**src/rtl/queue_write_arbiter_if.sv**
```systemverilog
// Producer/queue handshake bundle for queue_write_arbiter: request side, queue write port and status.
// master is the arbiter's view; slave is the environment (producers plus queue).
interface queue_write_arbiter_if #(
  parameter int NUM_REQ = 4,
  parameter int MSG_W   = 24
);
  logic [NUM_REQ-1:0]       req;
  logic [NUM_REQ*MSG_W-1:0] req_msg;
  logic [NUM_REQ-1:0]       req_done;
  logic [NUM_REQ-1:0]       req_full;
  logic [MSG_W-1:0]         q_write;
  logic                     q_write_en;
  logic                     q_write_ack;
  logic                     busy;
  logic [7:0]               full_count;

  modport master (
    input  req, req_msg, q_write_ack,
    output req_done, req_full, q_write, q_write_en, busy, full_count
  );

  modport slave (
    output req, req_msg, q_write_ack,
    input  req_done, req_full, q_write, q_write_en, busy, full_count
  );
endinterface

```
**src/rtl/queue_write_arbiter.sv**
```systemverilog
// Round-robin arbiter sharing the game-event queue write port among NUM_REQ producers.
// Optional QARB_PRIORITY_EN: producer 0 always wins and does not advance the rotation pointer.
module queue_write_arbiter #(
  parameter int NUM_REQ  = 4,
  parameter int MSG_W    = 24,
  parameter int ACK_WAIT = 2
) (
  input  logic                  clock,
  input  logic                  reset_n,
  queue_write_arbiter_if.master bus
);

  localparam int PTR_W = $clog2(NUM_REQ);
  localparam int CNT_W = (ACK_WAIT > 1) ? $clog2(ACK_WAIT) : 1;

  typedef enum logic [1:0] {IDLE, ISSUE, WAIT, RESOLVE} state_t;

  state_t           state;
  logic [PTR_W-1:0] ptr;
  logic [PTR_W-1:0] grant;
  logic [PTR_W-1:0] pick_g;
  logic [CNT_W-1:0] cnt;

  function automatic logic [PTR_W-1:0] pick(input logic [NUM_REQ-1:0] r,
                                            input logic [PTR_W-1:0]   p);
    logic [PTR_W-1:0] g;
    logic             found;
    int               idx;
    g     = '0;
    found = 1'b0;
    for (int i = 0; i < NUM_REQ; i++) begin
      idx = (int'(p) + i) % NUM_REQ;
`ifdef QARB_PRIORITY_EN
      if (!found && idx != 0 && r[idx]) begin
`else
      if (!found && r[idx]) begin
`endif
        found = 1'b1;
        g     = PTR_W'(idx);
      end
    end
`ifdef QARB_PRIORITY_EN
    if (r[0]) g = '0;
`endif
    return g;
  endfunction

  function automatic logic [PTR_W-1:0] next_ptr(input logic [PTR_W-1:0] g);
    return (g == PTR_W'(NUM_REQ - 1)) ? '0 : g + 1'b1;
  endfunction

  always_comb pick_g = pick(bus.req, ptr);

  always_ff @(posedge clock or negedge reset_n) begin
    if (!reset_n) begin
      state          <= IDLE;
      ptr            <= '0;
      grant          <= '0;
      cnt            <= '0;
      bus.q_write    <= '0;
      bus.q_write_en <= 1'b0;
      bus.req_done   <= '0;
      bus.req_full   <= '0;
      bus.busy       <= 1'b0;
      bus.full_count <= '0;
    end else begin
      bus.q_write_en <= 1'b0;
      bus.req_done   <= '0;
      bus.req_full   <= '0;
      case (state)
        IDLE: begin
          if (|bus.req) begin
            grant          <= pick_g;
            bus.q_write    <= bus.req_msg[int'(pick_g)*MSG_W +: MSG_W];
            bus.q_write_en <= 1'b1;
            bus.busy       <= 1'b1;
            state          <= ISSUE;
          end
        end
        // Strobe cycle; the queue needs ACK_WAIT cycles before its ack is meaningful
        ISSUE: begin
          if (ACK_WAIT == 1) begin
            state <= RESOLVE;
          end else begin
            cnt   <= CNT_W'(ACK_WAIT - 1);
            state <= WAIT;
          end
        end
        WAIT: begin
          if (cnt == CNT_W'(1)) state <= RESOLVE;
          cnt <= cnt - 1'b1;
        end
        RESOLVE: begin
          if (bus.q_write_ack) begin
            bus.req_done[grant] <= 1'b1;
          end else begin
            bus.req_full[grant] <= 1'b1;
            if (bus.full_count != 8'hFF) bus.full_count <= bus.full_count + 8'd1;
          end
`ifdef QARB_PRIORITY_EN
          if (grant != '0) ptr <= next_ptr(grant);
`else
          ptr <= next_ptr(grant);
`endif
          bus.busy <= 1'b0;
          state    <= IDLE;
        end
        default: state <= IDLE;
      endcase
    end
  end

endmodule
```
**src/flat_wrapper.sv**
```systemverilog
// flat-port wrapper written by rule: the top's interface ports become plain ports
module queue_write_arbiter_flat 
#(
  parameter int NUM_REQ  = 4,
  parameter int MSG_W    = 24,
  parameter int ACK_WAIT = 2
)
  (clock, reset_n, bus_req, bus_req_msg, bus_q_write_ack, bus_req_done, bus_req_full, bus_q_write, bus_q_write_en, bus_busy, bus_full_count);
  queue_write_arbiter_if #(.NUM_REQ(NUM_REQ), .MSG_W(MSG_W)) bus_i ();
  input  logic clock;
  input  logic reset_n;
  input wire logic [$bits(bus_i.req)-1:0] bus_req;
  input wire logic [$bits(bus_i.req_msg)-1:0] bus_req_msg;
  input wire logic [$bits(bus_i.q_write_ack)-1:0] bus_q_write_ack;
  output wire logic [$bits(bus_i.req_done)-1:0] bus_req_done;
  output wire logic [$bits(bus_i.req_full)-1:0] bus_req_full;
  output wire logic [$bits(bus_i.q_write)-1:0] bus_q_write;
  output wire logic [$bits(bus_i.q_write_en)-1:0] bus_q_write_en;
  output wire logic [$bits(bus_i.busy)-1:0] bus_busy;
  output wire logic [$bits(bus_i.full_count)-1:0] bus_full_count;
  assign bus_i.req = bus_req;
  assign bus_i.req_msg = bus_req_msg;
  assign bus_i.q_write_ack = bus_q_write_ack;
  assign bus_req_done = bus_i.req_done;
  assign bus_req_full = bus_i.req_full;
  assign bus_q_write = bus_i.q_write;
  assign bus_q_write_en = bus_i.q_write_en;
  assign bus_busy = bus_i.busy;
  assign bus_full_count = bus_i.full_count;
  queue_write_arbiter #(.NUM_REQ(NUM_REQ), .MSG_W(MSG_W), .ACK_WAIT(ACK_WAIT)) u_core (.clock(clock), .reset_n(reset_n), .bus(bus_i));
endmodule
```
**config.mk**
```make
export PLATFORM = sky130hd
export DESIGN_NAME = queue_write_arbiter_flat
export DESIGN_NICKNAME = d
export VERILOG_FILES = /design/src/rtl/queue_write_arbiter_if.sv /design/src/rtl/queue_write_arbiter.sv /design/src/flat_wrapper.sv
export SDC_FILE = /design/constraint.sdc
export NUM_CORES = 1
export LEC_CHECK = 0
export ABC_CLOCK_PERIOD_IN_PS = 5300
export CAP_MARGIN = 10
export CORE_MARGIN = 2
export CORE_UTILIZATION = 43
export CTS_CLUSTER_DIAMETER = 120
export DETAILED_ROUTE_END_ITERATION = 7
export GPL_ROUTABILITY_DRIVEN = 0
export PLACE_DENSITY = 0.93
export SYNTH_ARGS = -nofsm -noshare
export SYNTH_HDL_FRONTEND = slang
export SYNTH_SLANG_ARGS = --single-unit
```
**constraint.sdc**
```tcl
create_clock -name clock -period 5.3 [get_ports clock]
set_input_delay 1.325 -clock clock [delete_from_list [all_inputs] [get_ports clock]]
set_output_delay 1.325 -clock clock [all_outputs]
set_load 0.05 [all_outputs]
```
Word level (Yosys, flattened, before mapping)
Cells that the tools add are included.
Storage, ports and cells
  memory bits (writable): 0
  latch bits: 0
  flip-flop bits (word level): 49
  output and inout bits: 42
  ROM bits: 0
  word-level logic and storage cells: 86
  memories: 0
  input bits: 103
Operators by class
  shift-type cells: 1
  add/sub/neg operators: 6
  equal/unequal tests: 7
  divide/modulo/power cells: 0
  mux-type cells: 33
  multipliers: 1
  bitwise gates (word level): 4
  magnitude comparators: 6
  reduce and logical (&&, ||, !) cells: 18
Operator list (count)
  variable part select 96 x 32 -> 24 bit: 1
  2-to-1 mux 4 bit: 4
  2-to-1 mux 1 bit: 14
  2-to-1 mux 2 bit: 7
  less-than comparator 3 x 4 -> 1 bit, second input constant: 3
  adder 8 x 1 -> 8 bit, second input constant: 1
  binary-select mux 1 bit (select 2 bit): 4
  inequality test 8 bit, second input constant: 1
  one-hot mux 2 bit (4 select lines): 1
  == test 2 bit, second input constant: 3
  less-than comparator 2 x 3 -> 1 bit, second input constant: 2
  AND reduction 2 bit: 3
  OR reduction 2 bit: 3
  adder 2 x 1 -> 2 bit, second input constant: 2
  adder 2 bit, second input constant: 2
  logical AND 1 bit: 4
  multiplier 2 x 2 -> 4 bit, second input constant: 1
  inequality test 2 x 1 -> 1 bit, second input constant: 2
  one-hot mux 1 bit (2 select lines): 2
  nonzero test 2 bit: 2
  OR reduction 4 bit: 1
  bitwise AND 1 bit, first input constant: 3
  logical NOT 1 bit: 3
  AND reduction 3 bit: 1
  other kinds (6): 6

Depth between registers and ports, before layout
  depth after elaboration: 16
  mapped depth: 8
  gate-level depth less buffers: 6

Worst setup path after synthesis
OpenSTA, ideal clock, no wires.
  path kind: input to register
  start point: input bus_req[1]
  end point: register u_core.bus.q_write[14]
  setup slack: 2677 ps
  arrival: 2490 ps
  cell stages on the path: 6
  setup time: 133 ps
  path buffers: 2
  cell sequence: mux2_1 -> o221ai_2 -> buf_6 -> buf_8 -> mux2i_1 -> o221ai_2
Between the ends
  word-level cells in the longest chain between the ends: 14
  elaborated cells on any way between the ends: 28
  those cells by class: 1 x mul; 1 x shift; 18 x mux; 8 x reduce/logical
Ends and longest elaborated chain
  start, declared: line flat_wrapper.sv:12  | input wire logic [$bits(bus_i.req)-1:0] bus_req;
  binary-select mux 1 bit (select 2 bit): line queue_write_arbiter.sv:36  | if (!found && r[idx]) begin
  2-to-1 mux 1 bit (implied by the code): line queue_write_arbiter.sv:36
  2-to-1 mux 1 bit: line queue_write_arbiter.sv:36
  logical NOT 1 bit: line queue_write_arbiter.sv:36
  logical AND 1 bit: line queue_write_arbiter.sv:36
  2-to-1 mux 1 bit: line queue_write_arbiter.sv:36
  logical NOT 1 bit: line queue_write_arbiter.sv:36
  logical AND 1 bit: line queue_write_arbiter.sv:36
  2-to-1 mux 1 bit: line queue_write_arbiter.sv:36
  logical NOT 1 bit: line queue_write_arbiter.sv:36
  logical AND 1 bit: line queue_write_arbiter.sv:36
  2-to-1 mux 2 bit: line queue_write_arbiter.sv:36
  multiplier 2 x 2 -> 4 bit: line queue_write_arbiter.sv:74  | bus.q_write <= bus.req_msg[int'(pick_g)*MSG_W +: MSG_W];
  variable part select 96 x 32 -> 24 bit: line queue_write_arbiter.sv:74
  end signal, assigned: line queue_write_arbiter.sv:74
  end, declared: line queue_write_arbiter_if.sv:19  | output req_done, req_full, q_write, q_write_en, busy, full_count
Several ways; a longest one is shown, not always the timed one. The select of a mux whose other input is x is not followed.
A chain may end at the register's enable or synchronous reset.

Final worst setup path
  start point: input bus_req[3]
  end point: register u_core.bus.q_write[22]
The elaborated chain is that of the path after synthesis.

==> results by group <==
Synth
  • Simple-gate area share of the yosys netlist: 10.2%
  • Main synth FF type: dfrtp_1
  • Largest family of logic cells by synthesized area: multiplexers
  • Synth Cell Area: 0.00279 sq mm
  • Post-Synth Adder-Cell Area: 4.04%
  • Netlist cell types: 38
  • Yosys warns: 0
  • Post-synthesis mux area share: 19.3%
  • Yosys reg bits: 49
  • Seq/Total Area, Yosys: 44.0%
  • XOR/XNOR Fraction of Synth Area: 2.20%
  • Synth Area in Compound Gates: 15.2%
  • Synth Instances: 234
  • Syn nets: 346
  • Post-synth EDFFs: 0
  • Post-synth ARST share: 100%
  • Average size of a mapped cell: 11.9 sq um

Critical path
  • Worst Path Buf+Inv: 2
  • RR Startpoint: u_core.ptr[1]$_DFFE_PN0P_
  • CP startpoint: bus_req[3]
  • Critical path required time: 5470 ps
  • R2R Setup Slk: 2880 ps
  • Reg-to-reg endpoint: u_core.bus.q_write[4]$_DFFE_PN0P_
  • Crit path max fanout: 28
  • Largest stage delay, worst path: 740 ps
  • Register-to-Register Path Depth: 5
  • Slowest CP cell: or3_1
  • CP Capture Type: flop
  • Worst Path Arrival: 3800 ps
  • Critical path cell sequence: clkdlybuf4s50_1, nor4_2, nand2b_4, or3_1, buf_4, o221ai_1
  • Critical Path Sink: u_core.bus.q_write[22]$_DFFE_PN0P_
  • CP top delay family: simple AND/OR/NAND/NOR gates
  • Worst Setup Start Kind: primary input
  • Cell depth of the worst setup path: 6
  • Critical path type: in2reg

Power
  • Power per Cell Area: 533 mW/mm^2
  • Leak pwr: 0.00194 uW
  • Worst vdd ir: 0.417 mV

Finish
  • FILL cells: 508
  • Register area: 0.00123 sq mm
  • Commonest non-fill, non-tap cell in the layout: clkdlybuf4s50_1
  • Area grow syn2layout: 57.2%
  • Share of cells above drive strength 1: 10.6%
  • Area of the multi-input gates: 0.00143 sq mm
  • # diodes: 0
  • Most frequent cells in the layout: 143 x clkdlybuf4s50_1, 49 x dfrtp_1, 48 x mux2i_1
  • Nets: 487

STA
  • Slew Limit Fails: 0
  • Final setup vio count: 0
  • Hold Slack: 492 ps
  • Setup TNS: 0 ps
  • Worst Tran Pin Value: 857 ps
  • Minimum clock period: 3630 ps
  • Clock Skews: 7.29 ps
  • Hold Fails Final Rpt: 0
  • Fin crit share: 68.5%
  • RSZ-0062 raised after global routing: no
  • Slew headroom: 42.9%
  • Peak Freq: 276 MHz

Floorplan
  • Core area: 0.00631 sq mm
  • Ports: 145
  • Die Width: 84.5 um
  • Starting Density: 44.1%
  • Die Span Y: 84.5 um
  • Rows: 29
  • Die footprint: 0.00714 sq mm

CTS
  • CTS clk-pin slew, worst paths: 100 ps
  • Worst-Skew Late Latency: 300 ps
  • H-tree depth: 2
  • Clock buffer depth: 2
  • TritonCTS clock tree: done
  • Root buf cell: clkbuf_8
  • CTS resizes: 0
  • CTS Buf Count: 5
  • Post-CTS Hold Buffers: 0
  • # Post-CTS Setup Buffers: 0
  • CTS sink cnt: 49

Routing
  • Routed via count: 2,389
  • Wire per inst: 17.0 um
  • Post-route ant nets: 0
  • Router iterations before antenna repair: 4
  • Routed vias/inst: 5.27
  • Routed wire length: 7.72 mm
  • DRC errors left: 0
  • Detailed Route Iter0 Violations: 110

Placed design
  • HPWL Detailed: 6.11 mm
  • Port Buffer Count: 144

Global route
  • Initial antenna violation count: 0
  • Largest net degree at the start of global routing: 50
  • First-pass GRT wire length: 12.4 mm
  • GRT Overall Usage: 21.8%
  • Vias in the first global route: 2,544
  • Global route overflow: 0

Worst hold path
  • Hold Crit Class: reg2reg

Outcome
  • Status: complete, no violations

Run
  • Max Cap Viol: 0
==> how the worst min path moves through the flow <==
stage	cells past startpoint	endpoint	startpoint	slack, ps
6_report	2	u_core.bus.q_write[11]$_DFFE_PN0P_	u_core.bus.q_write[11]$_DFFE_PN0P_	490
3_5_place_dp	2	u_core.bus.q_write[11]$_DFFE_PN0P_	u_core.bus.q_write[11]$_DFFE_PN0P_	480
5_1_grt	2	u_core.bus.q_write[11]$_DFFE_PN0P_	u_core.bus.q_write[11]$_DFFE_PN0P_	510
2_1_floorplan	1	u_core.cnt$_DFFE_PN0P_	u_core.cnt$_DFFE_PN0P_	490
4_1_cts	2	u_core.bus.q_write[11]$_DFFE_PN0P_	u_core.bus.q_write[11]$_DFFE_PN0P_	500
3_3_place_gp	2	u_core.bus.q_write[8]$_DFFE_PN0P_	u_core.bus.q_write[8]$_DFFE_PN0P_	470
==> cell usage after synthesis (2+ instances only) <==
cell | instances | area share, %
and3_1 | 6 | 1.3
o221ai_2 | 19 | 10
nand2b_1 | 2 | 0.45
ha_1 | 9 | 4.0
nand3_1 | 3 | 0.54
a311oi_1 | 2 | 0.63
a21oi_1 | 3 | 0.54
nor2b_1 | 2 | 0.45
inv_1 | 8 | 1.1
dfrtp_1 | 49 | 44
nor2_1 | 3 | 0.40
xor2_1 | 3 | 0.94
and2_1 | 5 | 1.1
mux2_2 | 4 | 1.6
buf_2 | 4 | 0.72
clkbuf_1 | 3 | 0.40
buf_6 | 4 | 1.6
mux2i_1 | 48 | 17
o221ai_1 | 6 | 1.9
buf_4 | 2 | 0.54
xnor2_1 | 4 | 1.3
nand2_1 | 29 | 3.9
==> logic make-up after synthesis <==
kind of cell / count (synthesis)
multiplexers: 53
flip-flops: 49
AND/OR/NAND/NOR: 56
AO/OA/AOI/OAI: 37
adder cells (fa/ha/maj): 9
XOR/XNOR: 7
buffers and inverters: 23
==> per-layer routing <==
metal / global-route usage (%) / wire length, um / vias up
met5: 0 / 0 / -
met4: 6.49 / 159 / 0
met3: 4.82 / 419 / 14
met2: 37.8 / 4050 / 86
met1: 27.2 / 3090 / 1141
li1: - / - / 1148
==> stage by stage <==
step | power [uW] | instances | setup slack, ps | instance area (sq um) | util, %
4_1_cts | 2350 | 452 | 1660 | 4360 | 69.0
5_1_grt | 2470 | 453 | 1520 | 4380 | 69.3
3_5_place_dp | 2110 | 444 | 1340 | 4260 | 67.4
6_report | 2340 | 453 | 1670 | 4380 | 69.3
2_1_floorplan | 1650 | 234 | 2680 | 2790 | -
3_3_place_gp | 2060 | 444 | 1430 | 4260 | 67.4
==> state kept, by name (all words and copies together) (netlist names), 2 cells and up <==
| register | flops |
|---|---|
| u_core.bus.q_write | 24 |
| u_core.bus.full_count | 8 |
| u_core.bus.req_done | 4 |
| u_core.bus.req_full | 4 |
| u_core.grant | 2 |
| u_core.ptr | 2 |
| u_core.state | 2 |
==> worst reg2reg max path, stage by stage (launching register included) <==
cell and delay (ps):
dfrtp_1 450, mux2_1 390, o221ai_4 660, buf_12 330
mux2i_1 310, o221ai_2 140
==> final cells by class <==
| type | count | area share (%) |
|---|---|---|
| Clock buffer | 6 | 1.89 |
| Clock inverter | 2 | 0.400 |
| Inverter | 9 | 0.772 |
| Multi-Input combinational cell | 162 | 32.7 |
| Sequential cell | 49 | 28.0 |
| Tap cell | 77 | 2.20 |
| Timing Repair Buffer | 148 | 34.1 |
==> report_power, final <==
group / switching [uW] / internal [uW]
Sequential: 106 / 525
Clock: 130 / 109
Combinational: 890 / 576
Note: power is estimated with default switching activity, not from simulation.
